$ cat config.mk
export PLATFORM = sky130hd
export DESIGN_NAME = wb_pipe
export DESIGN_NICKNAME = d
export VERILOG_FILES = /design/src/rtl/wb_pkg.sv /design/src/rtl/wb_load_align.sv /design/src/rtl/wb_pipe.sv
export SDC_FILE = /design/constraint.sdc
export NUM_CORES = 1
export LEC_CHECK = 0
export CAP_MARGIN = 20
export CORE_AREA = 8 8 142 144
export DETAILED_ROUTE_END_ITERATION = 10
export DIE_AREA = 0 0 150 152
export GPL_TIMING_DRIVEN = 1
export PLACE_DENSITY = 0.67
export SLEW_MARGIN = 40
export SYNTH_ARGS = -nofsm -noshare
export SYNTH_HDL_FRONTEND = slang
export SYNTH_SLANG_ARGS = --single-unit
$ cat constraint.sdc
create_clock -name clk -period 8.3 [get_ports clk]
set_clock_uncertainty 0.05 [all_clocks]
set_input_delay 2.49 -clock clk [delete_from_list [all_inputs] [get_ports clk]]
set_output_delay 2.49 -clock clk [all_outputs]
set_load 0.01 [all_outputs]
$ cat src/rtl/wb_pkg.sv
// wb_pkg: shared definitions for the write-back stage.
// Holds the result-source select encodings, the load funct3 codes and the
// write-back FSM state type used by wb_pipe and wb_load_align.
package wb_pkg;

  // Result source select carried with each instruction into WB.
  localparam logic [1:0] WB_SEL_ALU  = 2'b00;
  localparam logic [1:0] WB_SEL_PCN  = 2'b01;
  localparam logic [1:0] WB_SEL_RSVD = 2'b10;
  localparam logic [1:0] WB_SEL_LOAD = 2'b11;

  // Load funct3 codes.
  localparam logic [2:0] F3_LB  = 3'b000;
  localparam logic [2:0] F3_LH  = 3'b001;
  localparam logic [2:0] F3_LW  = 3'b010;
  localparam logic [2:0] F3_LD  = 3'b011;
  localparam logic [2:0] F3_LBU = 3'b100;
  localparam logic [2:0] F3_LHU = 3'b101;
  localparam logic [2:0] F3_LWU = 3'b110;

  // IDLE: nothing valid in WB. RUN: valid instruction (or load completing).
  // WAIT: load waiting for its data. DRAIN: killed load, response still owed.
  typedef enum logic [1:0] {
    ST_IDLE  = 2'b00,
    ST_RUN   = 2'b01,
    ST_WAIT  = 2'b10,
    ST_DRAIN = 2'b11
  } wb_state_e;

endpackage

$ cat src/rtl/wb_load_align.sv
// wb_load_align: purely combinational load data extraction.
// Ports:
//   raw_i  - raw memory word as returned by the data memory
//   f3_i   - load funct3 (size and signedness)
//   offs_i - byte offset of the load address inside the word
//   data_o - selected, sign- or zero-extended load value
// Offset bits below the natural alignment of the access are ignored.
module wb_load_align
  import wb_pkg::*;
#(
  parameter int DATA_WIDTH = 32,
  parameter int OFFS_W     = $clog2(DATA_WIDTH / 8)
) (
  input  logic [DATA_WIDTH-1:0] raw_i,
  input  logic [2:0]            f3_i,
  input  logic [OFFS_W-1:0]     offs_i,
  output logic [DATA_WIDTH-1:0] data_o
);

  localparam bit IS64 = (DATA_WIDTH == 64);

  logic [63:0] raw64_s;
  logic [2:0]  boff_s;
  logic [7:0]  byte_s;
  logic [15:0] half_s;
  logic [31:0] word_s;
  logic [63:0] ext_s;

  // Work on a 64-bit view so both widths share one datapath; for the 32-bit
  // build boff_s[2] is always zero, so the word lane is fixed at bit 0.
  assign raw64_s = 64'(raw_i);
  assign boff_s  = 3'(offs_i);
  assign byte_s  = 8'(raw64_s >> {boff_s, 3'b000});
  assign half_s  = 16'(raw64_s >> {boff_s[2:1], 4'b0000});
  assign word_s  = 32'(raw64_s >> {boff_s[2], 5'b00000});

  // Size/sign selection; LWU and LD fall back to LW on a 32-bit datapath.
  always_comb begin
    ext_s = {{32{word_s[31]}}, word_s};
    case (f3_i)
      F3_LB:   ext_s = {{56{byte_s[7]}}, byte_s};
      F3_LBU:  ext_s = {56'h0, byte_s};
      F3_LH:   ext_s = {{48{half_s[15]}}, half_s};
      F3_LHU:  ext_s = {48'h0, half_s};
      F3_LW:   ext_s = {{32{word_s[31]}}, word_s};
      F3_LWU:  ext_s = IS64 ? {32'h0, word_s} : {{32{word_s[31]}}, word_s};
      F3_LD:   ext_s = IS64 ? raw64_s : {{32{word_s[31]}}, word_s};
      default: ext_s = {{32{word_s[31]}}, word_s};
    endcase
  end

  assign data_o = DATA_WIDTH'(ext_s);

endmodule

$ cat src/rtl/wb_pipe.sv
// wb_pipe: write-back pipeline stage with load-data wait handling.
// Ports:
//   clk, rst          - clock; synchronous active-low reset
//   valid_m..ld_offsm - instruction fields arriving from the memory stage
//   flush             - kill the instruction currently in WB
//   dmem_rvalid/rdata - load response from data memory
//   reg_wew, rdw, result - register file write port
//   valid_w           - WB stage holds a valid instruction
//   wb_stall          - hold upstream stages (load data not yet available)
//   retire_cnt        - count of completed instructions, wraps
module wb_pipe
  import wb_pkg::*;
#(
  parameter int DATA_WIDTH = 32,
  parameter int ADDR_WIDTH = 32,
  parameter int CNT_WIDTH  = 64
) (
  input  logic                            clk,
  input  logic                            rst,
  input  logic                            valid_m,
  input  logic                            reg_wem,
  input  logic [4:0]                      rdm,
  input  logic [ADDR_WIDTH-1:0]           pcnm,
  input  logic [DATA_WIDTH-1:0]           alu_resultm,
  input  logic [1:0]                      wb_ctrm,
  input  logic [2:0]                      ld_f3m,
  input  logic [$clog2(DATA_WIDTH/8)-1:0] ld_offsm,
  input  logic                            flush,
  input  logic                            dmem_rvalid,
  input  logic [DATA_WIDTH-1:0]           dmem_rdata,
  output logic                            reg_wew,
  output logic [4:0]                      rdw,
  output logic [DATA_WIDTH-1:0]           result,
  output logic                            valid_w,
  output logic                            wb_stall,
  output logic [CNT_WIDTH-1:0]            retire_cnt
);

  localparam int OFFS_W = $clog2(DATA_WIDTH / 8);

  wb_state_e state_q, state_d, capture_st_s;

  logic                  valid_q;
  logic                  reg_we_q;
  logic [4:0]            rd_q;
  logic [ADDR_WIDTH-1:0] pcn_q;
  logic [DATA_WIDTH-1:0] alu_q;
  logic [1:0]            wb_ctr_q;
  logic [2:0]            ld_f3_q;
  logic [OFFS_W-1:0]     ld_offs_q;
  logic [CNT_WIDTH-1:0]  cnt_q, cnt_d;

  logic                  drain_s;
  logic                  waiting_s;
  logic                  stall_s;
  logic                  complete_s;
  logic [DATA_WIDTH-1:0] load_data_s;
  logic [DATA_WIDTH-1:0] result_s;

  wb_load_align #(
    .DATA_WIDTH (DATA_WIDTH),
    .OFFS_W     (OFFS_W)
  ) u_align (
    .raw_i  (dmem_rdata),
    .f3_i   (ld_f3_q),
    .offs_i (ld_offs_q),
    .data_o (load_data_s)
  );

  // Handshake decode and next-state logic for the WB FSM.
  always_comb begin
    capture_st_s = valid_m ? ST_RUN : ST_IDLE;
    drain_s      = (state_q == ST_DRAIN);
    // In DRAIN valid_q is already cleared, so only a live load can wait.
    waiting_s    = valid_q & (wb_ctr_q == WB_SEL_LOAD) & ~dmem_rvalid & ~drain_s;
    // DRAIN releases the stall in the cycle the discarded response arrives,
    // so capture resumes at that edge.
    stall_s      = waiting_s | (drain_s & ~dmem_rvalid);
    complete_s   = valid_q & ~waiting_s & ~drain_s & ~flush;
    state_d      = state_q;
    case (state_q)
      ST_DRAIN: begin
        if (dmem_rvalid) begin
          state_d = capture_st_s;
        end else begin
          state_d = ST_DRAIN;
        end
      end
      ST_IDLE, ST_RUN, ST_WAIT: begin
        if (waiting_s) begin
          if (flush) begin
            state_d = ST_DRAIN;
          end else begin
            state_d = ST_WAIT;
          end
        end else begin
          state_d = capture_st_s;
        end
      end
      default: state_d = ST_IDLE;
    endcase
  end

  // FSM state register.
  always_ff @(posedge clk) begin
    if (!rst) begin
      state_q <= ST_IDLE;
    end else begin
      state_q <= state_d;
    end
  end

  // Stage register: capture when not stalled; a flushed waiting load is
  // invalidated in place while its response is drained.
  always_ff @(posedge clk) begin
    if (!rst) begin
      valid_q   <= 1'b0;
      reg_we_q  <= 1'b0;
      rd_q      <= 5'd0;
      pcn_q     <= '0;
      alu_q     <= '0;
      wb_ctr_q  <= 2'b00;
      ld_f3_q   <= 3'b000;
      ld_offs_q <= '0;
    end else if (!stall_s) begin
      valid_q   <= valid_m;
      reg_we_q  <= reg_wem;
      rd_q      <= rdm;
      pcn_q     <= pcnm;
      alu_q     <= alu_resultm;
      wb_ctr_q  <= wb_ctrm;
      ld_f3_q   <= ld_f3m;
      ld_offs_q <= ld_offsm;
    end else if (waiting_s && flush) begin
      valid_q   <= 1'b0;
    end
  end

  // Retire counter next value.
  always_comb begin
    if (complete_s) begin
      cnt_d = cnt_q + CNT_WIDTH'(1'b1);
    end else begin
      cnt_d = cnt_q;
    end
  end

  // Retire counter register.
  always_ff @(posedge clk) begin
    if (!rst) begin
      cnt_q <= '0;
    end else begin
      cnt_q <= cnt_d;
    end
  end

  // Result source mux; the reserved select behaves like the ALU path.
  always_comb begin
    result_s = alu_q;
    case (wb_ctr_q)
      WB_SEL_ALU:  result_s = alu_q;
      WB_SEL_PCN:  result_s = DATA_WIDTH'(pcn_q);
      WB_SEL_RSVD: result_s = alu_q;
      WB_SEL_LOAD: result_s = load_data_s;
      default:     result_s = alu_q;
    endcase
  end

  assign reg_wew    = complete_s & reg_we_q & (rd_q != 5'd0);
  assign rdw        = rd_q;
  assign result     = result_s;
  assign valid_w    = valid_q;
  assign wb_stall   = stall_s;
  assign retire_cnt = cnt_q;

endmodule

==> results.txt, run 1 <==
----------------------------------------------------
[Setup path]
  Crit path max fanout ... 16
  Crit path largest cell delay ... 0.51 ns
  List of cells traversed by the critical path ... clkdlybuf4s50_1 -> mux4_2 -> nand3b_1 -> a2111o_1 -> nand2_1 -> clkdlybuf4s50_1
  Type of the setup path with the least slack ... input port to primary output
  Worst path most repeated cell ... sky130_fd_sc_hd__clkdlybuf4s50_1
  Reg-to-Reg End ... retire_cnt[50]
  Slowest stage cell, crit path ... sky130_fd_sc_hd__mux4_2
  Endpoint required time on the critical path ... 5.76 ns
  Critical Path AT ... 4.80 ns
  Setup slack of the worst register-to-register path ... 4.93 ns
  Worst r2r path cells ... 6
  Kind of launch point of the worst setup path ... input port
  Reg2reg start ... wb_ctr_q[1]
  Sort of element at the end of the critical path ... primary output

[Hold path]
  Launch point of the worst hold path ... pcn_q[29]
  Type of the tightest min-delay check ... flop to flop
  Hold Crit Endpoint ... pcn_q[29]
  Cell depth of the worst min-delay path ... 2

[Logic synthesis]
  Cell area after synthesis ... 7186 sq um
  Synth async-reset ratio ... 0%
  Post-synth top area share ... 40.12%
  Synth Area per Inst ... 7.393 sq um
  #FFs+latches synth ... 144
  Post-synth net total ... 1,087
  Count of distinct cell types in the synthesized netlist ... 51
  Leading area contributor after synthesis ... sky130_fd_sc_hd__dfxtp_1
  Yosys warns ... 0
  Top post-synthesis cells by area ... sky130_fd_sc_hd__dfxtp_1 (40%), sky130_fd_sc_hd__nand2_1 (12%), sky130_fd_sc_hd__a21oi_1 (9.5%), sky130_fd_sc_hd__o21ai_0 (4.8%), sky130_fd_sc_hd__clkbuf_1 (3.2%)
  Most frequently used flop master after synthesis ... sky130_fd_sc_hd__dfxtp_1
  Seq/Total Area, Yosys ... 40.12%
  Cells after synthesis ... 972
  Number of enable flip-flop cells after synthesis ... 0

[Pwr]
  Pwr per Cell Area ... 166.3 nW/um^2
  Overall power ... 0.001672 W
  Peak supply drop ... 149.1 uV
  Leakage power of the design ... 3.543 nW

[STA]
  Count of final hold-check violations ... 0
  Slew at the pin with the worst max-slew slack ... 0.7600 ns
  Setup repair after global routing missed its margin ... false
  Max Fclk ... 136.3 MHz
  Worst hold slack ... 0.3972 ns
  Post-Route Setup TNS ... 0 ns
  Remaining max-slew budget at the tightest pin ... 49.27%
  Number of max-slew violations in the final report ... 0
  Count of final setup violators ... 0
  Min Clock Period, post-route ... 7.335 ns
  Final cycle utilization of the critical path ... 88.37%

[Clock network]
  Clock root buffer ... sky130_fd_sc_hd__clkbuf_16
  Post-CTS setup buffer count ... 0
  H-tree lvl count ... 4
  # clock sinks ... 144
  Clock latency on the worst-skew pair ... 0.42 ns
  Hold-fix buffer count after cts ... 0
  TritonCTS clock tree ... yes
  Post-CTS sizing ... 0
  CTS clk-pin slew, worst paths ... 0.06 ns
  Maximum buffer depth of the clock tree ... 2
  Total clock buffers created by CTS ... 17

[Floorplanning]
  Standard-cell rows ... 49
  Die extent in x ... 150 microns
  Initial core utilization ... 40.42%
  Die Height ... 152 microns
  Die Area ... 22,800 sq um
  Boundary Pins ... 218
  Core region area ... 17,780 sq um

[Global routing]
  Initial antenna violation count ... 3
  Global-route congestion overflow total ... 0
  Pin count of the biggest net entering global routing ... 85
  Total track usage ... 21.32%
  First-pass GRT wire length ... 38.94 mm
  Vias in the first global route ... 7,049

[Route]
  Post-Route WL ... 25.14 mm
  Number of violations reported at the end of detailed-routing iteration 0 ... 472
  Total vias in the final route ... 7,646
  DRC violation count after routing ... 0
  Post-detailed-route count of antenna-violating nets ... 0
  Avg Vias per Cell ... 5.493
  Pre-antenna DRT Iters ... 4
  Routed wire length per instance ... 18.06 microns

[Placement]
  I/O Buffers ... 217
  DP Area ... 9439 sq um
  Placed wire-length estimate ... 17.73 mm
  Total placed cells including tap cells ... 1,358
  Routability congestion estimate ... 0.9352

[Finish]
  Commonest non-fill, non-tap cell in the layout ... sky130_fd_sc_hd__nand2_1
  Highest-count cells in the layout ignoring fill and taps ... sky130_fd_sc_hd__nand2_1 (234), sky130_fd_sc_hd__clkdlybuf4s50_1 (217), sky130_fd_sc_hd__dfxtp_1 (142)
  Cell area after layout ... 10,050 sq um
  Post-route insts no fill ... 1,392
  P&R area growth vs syn ... 39.89%
  Fraction of final layout cells with drive strength greater than 1 ... 4.823%
  # nets final ... 1,264

[Outcome]
  Result of the run ... completed

[Job]
  # Max-Cap Violations ... 0

----------------------------------------------------
==> sequential cells by signal (all words and copies together), names as in the netlist <==
name,cells
wb_ctr_q,2
ld_f3_q,3
pcn_q,32
valid_w,1
reg_we_q,1
alu_q,32
state_q,2
rdw,5
retire_cnt,64
ld_offs_q,2
==> worst max-delay path: cells and delay by family <==
family,cells,cell delay [ns]
muxes,1,0.51
and+or+nand+nor,2,0.31
buffers and inverters,2,0.98
AOI/OAI and AO/OA,1,0.51
==> cell families after synthesis <==
family | Yosys count | synth area share (%)
flops | 144 | 40.12
mux | 8 | 2.002
xor+xnor | 24 | 2.925
fa+ha+maj | 1 | 0.1741
buf+inv | 98 | 5.241
compound gates | 265 | 20.93
simple gates | 432 | 28.61
==> routing by layer <==
| layer | routed length, microns | part of all wire, % | track usage (%) | vias up |
|---|---|---|---|---|
| met5 | 13 | 0.052 | 0 | - |
| met4 | 448 | 1.8 | 7.048 | 2 |
| met3 | 2198 | 8.7 | 6.801 | 30 |
| met2 | 11600 | 46 | 32.88 | 273 |
| met1 | 10880 | 43 | 27.51 | 3574 |
| li1 | - | - | - | 3767 |
==> layout make-up <==
| cell class | instances | area [sq um] |
|---|---|---|
| Inverter | 33 | 128.9 |
| Clock inverter | 11 | 113.9 |
| Antenna cell | 2 | 5.005 |
| Timing Repair Buffer | 223 | 2233 |
| Clock buffer | 20 | 456.7 |
| Sequential cell | 144 | 2888 |
| Multi-Input combinational cell | 730 | 3940 |
| Tap cell | 229 | 286.5 |
| Fill cell | 1721 | 7727 |
==> power breakdown <==
group / internal [W] / leakage [nW] / total (W) / switching, W
combinational: 0.000109 / 2.08 / 0.000192 / 0.0000832
clock: 0.000454 / 0.282 / 0.000744 / 0.000290
sequential: 0.000713 / 1.18 / 0.000736 / 0.0000223
total: 0.00128 / 3.54 / 0.00167 / 0.000396
==> cells in the mapped netlist (21+ instances only) <==
cell type,instances
sky130_fd_sc_hd__o21ai_0,69
sky130_fd_sc_hd__xnor2_1,21
sky130_fd_sc_hd__nor2b_1,21
sky130_fd_sc_hd__or4_1,29
sky130_fd_sc_hd__a21oi_1,137
sky130_fd_sc_hd__dfxtp_1,144
sky130_fd_sc_hd__nor2_1,34
sky130_fd_sc_hd__nand3_1,24
sky130_fd_sc_hd__o31ai_1,22
sky130_fd_sc_hd__inv_1,31
sky130_fd_sc_hd__clkbuf_1,61
sky130_fd_sc_hd__nand2_1,234
==> stage by stage <==
step / util, % / setup slack [ns]
floorplan: - / 2.014
global placement: 53.06 / 1.005
detailed placement: 53.09 / 0.9946
CTS: 56.30 / 0.9883
global route: 56.54 / 0.8116
finish: 56.54 / 0.9650
==> worst max-delay path by stage <==
stage / endpoint / startpoint / cells after the start
after global routing: result[31] / dmem_rdata[31] / 6
after global placement: result[26] / dmem_rdata[23] / 6
final: result[16] / dmem_rdata[31] / 6
after floorplan: result[17] / dmem_rdata[31] / 5
after detailed placement: result[16] / dmem_rdata[23] / 6
after CTS: result[8] / dmem_rdata[31] / 7
Power figures use the tool's default switching activity.
==> run 2, diff against run 1 <==
- CELL_PAD_IN_SITES_DETAIL_PLACEMENT: default -> 1
- CELL_PAD_IN_SITES_GLOBAL_PLACEMENT: default -> 1
- CORE_AREA: 8 8 142 144 -> 8 8 150 152
- DIE_AREA: 0 0 150 152 -> 0 0 158 160
- PLACE_DENSITY: 0.67 -> 0.82
- SYNTH_HIERARCHICAL: default -> 1
==> run 2 against run 1 <==
Compared with the run above: die area increased by 11%; total power up 3.8%; global-route usage grew 0.95 points; first-iteration DRC count shrank 4.7%; final cell count grew 1.4%; critical path depth grew 2; flip-flop and latch count unchanged; core utilization is 5.6 points lower; area after synthesis is 1.1% higher; routed wire length rose by 15%; via count increased by 1.9%; largest cell class unchanged; largest power group unchanged.
==> results.txt, run 2 <==
----------------------------------------------------
[Finish]
  P&R area growth vs syn ... 40.49%
  Fraction of final layout cells with drive strength greater than 1 ... 5.981%
  Utilization of the core after routing ... 50.93%
  Sequential cell area in the final layout ... 2888 sq um
  Highest-count cells in the layout ignoring fill and taps ... sky130_fd_sc_hd__clkdlybuf4s50_1 (217), sky130_fd_sc_hd__nand2_1 (184), sky130_fd_sc_hd__a21oi_1 (172)
  Max reg flops ... 64
  Commonest non-fill, non-tap cell in the layout ... sky130_fd_sc_hd__clkdlybuf4s50_1
  # nets final ... 1,239
  Total area of multi-input combinational cells ... 4011 sq um
  Number of filler cells placed in the layout ... 2,464
  Post-route insts no fill ... 1,412

[Global routing]
  First-pass GRT wire length ... 44.03 mm
  Initial antenna violation count ... 7
  Total track usage ... 22.27%
  Global-route congestion overflow total ... 0
  Vias in the first global route ... 7,750
  Pin count of the biggest net entering global routing ... 85

[Logic synthesis]
  Number of enable flip-flop cells after synthesis ... 0
  Synth Area per Inst ... 7.687 sq um
  Post-synth net total ... 1,060
  Leading cell types by count after synthesis ... sky130_fd_sc_hd__nand2_1 (185), sky130_fd_sc_hd__a21oi_1 (172), sky130_fd_sc_hd__dfxtp_1 (144), sky130_fd_sc_hd__nor2_1 (61), sky130_fd_sc_hd__clkbuf_1 (54)
  Cells after synthesis ... 945
  Cell area after synthesis ... 7264 sq um
  Seq/Total Area, Yosys ... 39.68%
  Synth async-reset ratio ... 0%
  Top post-synthesis cells by area ... sky130_fd_sc_hd__dfxtp_1 (40%), sky130_fd_sc_hd__a21oi_1 (12%), sky130_fd_sc_hd__nand2_1 (9.6%), sky130_fd_sc_hd__mux2i_1 (5.2%), sky130_fd_sc_hd__nor2_1 (3.2%)
  Yosys warns ... 6
  Cell with the most instances after synthesis ... sky130_fd_sc_hd__nand2_1
  Count of distinct cell types in the synthesized netlist ... 58
  Post-synth top area share ... 39.68%
  Leading area contributor after synthesis ... sky130_fd_sc_hd__dfxtp_1
  Most frequently used flop master after synthesis ... sky130_fd_sc_hd__dfxtp_1
  #FFs+latches synth ... 144

[Clock network]
  Maximum buffer depth of the clock tree ... 2
  Clock latency on the worst-skew pair ... 0.42 ns
  H-tree lvl count ... 4
  TritonCTS clock tree ... yes
  Clock root buffer ... sky130_fd_sc_hd__clkbuf_16
  Post-CTS sizing ... 0
  CTS clk-pin slew, worst paths ... 0.06 ns
  Post-CTS setup buffer count ... 0
  Total clock buffers created by CTS ... 17
  Hold-fix buffer count after cts ... 0
  # clock sinks ... 144

[Route]
  Number of violations reported at the end of detailed-routing iteration 0 ... 450
  Pre-antenna DRT Iters ... 5
  Avg Vias per Cell ... 5.520
  Post-Route WL ... 28.91 mm
  DRC violation count after routing ... 0
  Post-detailed-route count of antenna-violating nets ... 0
  Total vias in the final route ... 7,794
  Routed wire length per instance ... 20.47 microns

[STA]
  Final cycle utilization of the critical path ... 92.09%
  Count of final setup violators ... 0
  Max Fclk ... 130.8 MHz
  Slew at the pin with the worst max-slew slack ... 0.7281 ns
  Post-Route Setup TNS ... 0 ns
  Min Clock Period, post-route ... 7.644 ns
  Least setup slack across all paths after layout ... 0.6564 ns
  Count of final hold-check violations ... 0
  Setup repair after global routing missed its margin ... false
  Worst hold slack ... 0.4069 ns
  Remaining max-slew budget at the tightest pin ... 51.46%
  Number of max-slew violations in the final report ... 0

[Floorplanning]
  Die extent in x ... 158 microns
  Die Area ... 25,280 sq um
  Die Height ... 160 microns
  Standard-cell rows ... 52
  Core region area ... 20,040 sq um
  Initial core utilization ... 36.25%
  Boundary Pins ... 218

[Placement]
  Total placed cells including tap cells ... 1,374
  Worst setup slack before clock tree synthesis ... 0.5422 ns
  Placed wire-length estimate ... 20.67 mm
  Routability congestion estimate ... 0.8501
  I/O Buffers ... 217

[Setup path]
  Sort of element at the end of the critical path ... primary output
  Kind of launch point of the worst setup path ... input port
  Type of the setup path with the least slack ... input port to primary output
  Endpoint required time on the critical path ... 5.76 ns
  Crit path max fanout ... 14
  Critical Path AT ... 5.10 ns

[Pwr]
  Peak supply drop ... 133.5 uV
  Pwr per Cell Area ... 170.1 nW/um^2
  Leakage power of the design ... 3.678 nW

[Job]
  # Max-Cap Violations ... 0

[Outcome]
  Result of the run ... completed

[Hold path]
  Type of the tightest min-delay check ... flop to flop

----------------------------------------------------
run 2: cell count changes after synthesis, moves of 9 or more:
cell,previous run,this run
sky130_fd_sc_hd__o21ai_0,69,14
sky130_fd_sc_hd__xnor2_1,21,7
sky130_fd_sc_hd__nor3_1,18,3
sky130_fd_sc_hd__mux2i_1,2,38
sky130_fd_sc_hd__nand2_1,234,185
sky130_fd_sc_hd__xor2_1,3,12
sky130_fd_sc_hd__a21oi_1,137,172
sky130_fd_sc_hd__nand4_1,10,22
sky130_fd_sc_hd__nor2_1,34,61
sky130_fd_sc_hd__nor2b_1,21,8
run 2: worst paths after layout:
path / start / endpoint / slack [ns] / depth (start not counted)
max: dmem_rdata[31] / result[25] / 0.66 / 8
min: alu_q[3] / alu_q[3] / 0.41 / 2
max reg2reg: wb_ctr_q[0] / retire_cnt[56] / 5.08 / 8
min reg2reg: alu_q[3] / alu_q[3] / 0.41 / 2
run 2: layout make-up:
class                           instances  area share (%)
Sequential cell                       144           28.29
Multi-Input combinational cell        706           39.30
Clock inverter                         12           1.300
Inverter                               28           1.079
Tap cell                              270           3.310
Timing Repair Buffer                  227           22.21
Clock buffer                           20           4.377
Antenna cell                            5          0.1226
run 2: metrics by stage:
stage / power (W) / area (sq um)
after floorplan: 0.0008488 / 7264
after global placement: 0.0009716 / 9562
after detailed placement: 0.0009763 / 9600
after CTS: 0.001748 / 10180
after global routing: 0.001797 / 10210
final: 0.001736 / 10210
run 2: logic make-up after synthesis:
logic type	after synthesis	synth area share, %
simple gates	390	25.94
compound gates	252	20.41
flops	144	39.68
buf+inv	95	5.184
mux	44	6.321
xor+xnor	19	2.291
fa+ha+maj	1	0.1722
run 2: routing by layer:
layer	vias up	global-route usage [%]	part of all wire (%)
met5	-	0	0.093
met4	4	10.25	3.2
met3	53	5.992	6.2
met2	237	36.42	48
met1	3789	26.65	43
li1	3711	-	-
run 2: critical path, stage by stage:
cell                              delay (ns)
sky130_fd_sc_hd__clkdlybuf4s50_1        0.49
sky130_fd_sc_hd__mux4_2                 0.57
sky130_fd_sc_hd__a221oi_4               0.41
sky130_fd_sc_hd__buf_4                  0.28
sky130_fd_sc_hd__a21oi_1                0.06
sky130_fd_sc_hd__mux2i_1                0.17
sky130_fd_sc_hd__a21oi_1                0.09
sky130_fd_sc_hd__clkdlybuf4s50_1        0.54
run 2: power by group:
| part | internal [W] | switching [W] |
|---|---|---|
| combinational | 0.000122 | 0.000108 |
| clock | 0.000452 | 0.000319 |
| sequential | 0.000713 | 0.0000228 |
| total | 0.00129 | 0.000449 |
==> run 3, diff against run 2 <==
- GPL_TIMING_DRIVEN: 1 -> 0
- HOLD_SLACK_MARGIN: default -> 0.1
==> run 3 against run 2 <==
Compared with the run above: combinational power up 10%; sequential power fell by 1%; design area grew 1.8%; critical path depth unchanged; die area is the same; fmax is 2.5% lower; routed wire length increased by 11%; global-route usage grew 2.7 points; register-to-register slack gained 0.48 ns; sequential share of layout area fell by 0.54 points; flip-flop and latch count is the same; critical path type unchanged; largest cell class unchanged.
==> results.txt, run 3 (synthesis results as in run 2) <==
----------------------------------------------------
[Route]
  Uppermost metal layer occupied by signal nets ... met5
  Total vias in the final route ... 8,170
  Met2 WL ... 15.26 mm
  Avg Vias per Cell ... 5.569
  Routed metal-1 wire length ... 13.53 mm
  Pre-antenna DRT Iters ... 5
  Post-detailed-route count of antenna-violating nets ... 0
  Number of violations reported at the end of detailed-routing iteration 0 ... 494
  DRC violation count after routing ... 0
  Met3 WL post-DR ... 2.352 mm
  Post-Route WL ... 32.08 mm
  Routed wire length per instance ... 21.87 microns

[Floorplanning]
  Initial core utilization ... 36.25%
  Die Area ... 25,280 sq um
  Standard-cell rows ... 52
  Core region area ... 20,040 sq um
  Die Height ... 160 microns
  Die extent in x ... 158 microns
  Boundary Pins ... 218

[STA]
  Post-Route Setup TNS ... 0 ns
  Min Clock Period, post-route ... 7.836 ns
  Count of final hold-check violations ... 0
  Max Fclk ... 127.6 MHz
  Remaining max-slew budget at the tightest pin ... 44.55%
  Final cycle utilization of the critical path ... 94.41%
  Count of final setup violators ... 0
  Slew at the pin with the worst max-slew slack ... 0.8318 ns
  Least setup slack across all paths after layout ... 0.4641 ns
  Number of max-slew violations in the final report ... 0
  Setup repair after global routing missed its margin ... false

[Setup path]
  Endpoint required time on the critical path ... 5.76 ns
  Type of the setup path with the least slack ... input port to primary output
  List of cells traversed by the critical path ... clkdlybuf4s50_1 -> mux4_2 -> a221oi_4 -> buf_6 -> a21oi_1 -> mux2i_1 -> a21oi_1 -> clkdlybuf4s50_1
  Kind of launch point of the worst setup path ... input port
  Critical Path AT ... 5.30 ns
  Crit path max fanout ... 10
  Slowest stage cell, crit path ... sky130_fd_sc_hd__mux4_2
  Sort of element at the end of the critical path ... primary output
  Crit path largest cell delay ... 0.57 ns

[Outcome]
  Result of the run ... completed

[Clock network]
  Total clock buffers created by CTS ... 17
  Post-CTS setup buffer count ... 0
  # clock sinks ... 144
  H-tree lvl count ... 4
  CTS clk-pin slew, worst paths ... 0.07 ns
  Hold-fix buffer count after cts ... 0
  Post-CTS sizing ... 0
  Clock root buffer ... sky130_fd_sc_hd__clkbuf_16
  Clock latency on the worst-skew pair ... 0.43 ns
  TritonCTS clock tree ... yes
  Maximum buffer depth of the clock tree ... 2

[Global routing]
  Pin count of the biggest net entering global routing ... 17
  Total track usage ... 24.95%
  First-pass GRT wire length ... 48.87 mm
  Global-route congestion overflow total ... 0
  Vias in the first global route ... 8,456
  Initial antenna violation count ... 7

[Placement]
  Routability congestion estimate ... 0.8762
  Placed wire-length estimate ... 24.23 mm
  I/O Buffers ... 217
  Worst setup slack before clock tree synthesis ... 0.5137 ns
  Total placed cells including tap cells ... 1,432

[Pwr]
  Leakage power of the design ... 3.734 nW
  Peak supply drop ... 170.2 uV
  Pwr per Cell Area ... 171.2 nW/um^2

[Finish]
  Utilization of the core after routing ... 51.84%
  Number of filler cells placed in the layout ... 2,521
  Fraction of final layout cells with drive strength greater than 1 ... 5.029%
  Post-route insts no fill ... 1,467
  P&R area growth vs syn ... 42.99%
  Highest-count cells in the layout ignoring fill and taps ... sky130_fd_sc_hd__clkdlybuf4s50_1 (217), sky130_fd_sc_hd__nand2_1 (185), sky130_fd_sc_hd__a21oi_1 (172)
  Max reg flops ... 64
  Commonest non-fill, non-tap cell in the layout ... sky130_fd_sc_hd__clkdlybuf4s50_1
  # nets final ... 1,296

[Hold path]
  Type of the tightest min-delay check ... flop to flop

[Job]
  # Max-Cap Violations ... 0

----------------------------------------------------
run 3: changes by cell type in the layout (fill, tap and decap cells not counted), moves of 2 or more:
| cell | previous run | this run |
|---|---|---|
| sky130_fd_sc_hd__inv_6 | 4 | 1 |
| sky130_fd_sc_hd__buf_1 | 0 | 6 |
| sky130_fd_sc_hd__clkinv_4 | 1 | 3 |
| sky130_fd_sc_hd__clkbuf_1 | 2 | 54 |
| sky130_fd_sc_hd__buf_4 | 7 | 0 |
| sky130_fd_sc_hd__buf_2 | 0 | 4 |
| sky130_fd_sc_hd__dfxtp_1 | 142 | 144 |
run 3: cell type report:
class	instances	area (sq um)	share of cell area, %
Antenna cell	4	10.01	0.09636
Buffer	67	272.8	2.626
Clock buffer	18	439.2	4.228
Clock inverter	13	162.7	1.566
Inverter	28	105.1	1.012
Multi-Input combinational cell	706	4005	38.56
Sequential cell	144	2883	27.75
Tap cell	270	337.8	3.252
Timing Repair Buffer	217	2172	20.91
run 3: path summary, 6_finish.rpt:
| kind | from | to | slack [ns] | depth (start not counted) |
|---|---|---|---|---|
| setup reg to reg | retire_cnt[4] | retire_cnt[57] | 5.56 | 7 |
| setup / recovery | dmem_rdata[23] | result[24] | 0.46 | 8 |
| hold / removal | alu_q[2] | alu_q[2] | 0.41 | 2 |
| hold reg to reg | alu_q[2] | alu_q[2] | 0.41 | 2 |
run 3: where the power goes:
part,switching [W],internal [W],total [W]
clock,0.000319,0.000479,0.000798
sequential,0.0000143,0.000713,0.000728
combinational,0.000128,0.000125,0.000253
total,0.000462,0.00132,0.00178
run 3: worst max-delay path, delay by kind of cell:
family,cells,cell delay [ns]
buffers and inverters,3,1.24
muxes,2,0.88
AOI/OAI and AO/OA,3,0.67
run 3: metrics by stage:
step | total power, W | cell area [sq um] | hold WS (ns)
6_report | 0.001779 | 10390 | 0.4072
5_1_grt | 0.001830 | 10390 | 0.4262
4_1_cts | 0.001782 | 10380 | 0.4061
3_5_place_dp | 0.0009898 | 9774 | 0.3970
3_3_place_gp | 0.0009841 | 9774 | 0.3906
2_1_floorplan | 0.0008488 | 7264 | 0.3851
run 3: routing by layer:
layer | up-vias | global-route usage, %
met5 | - | 0
li1 | 3822 | -
met4 | 6 | 9.734
met1 | 4022 | 30.41
met2 | 264 | 40.81
met3 | 56 | 6.883
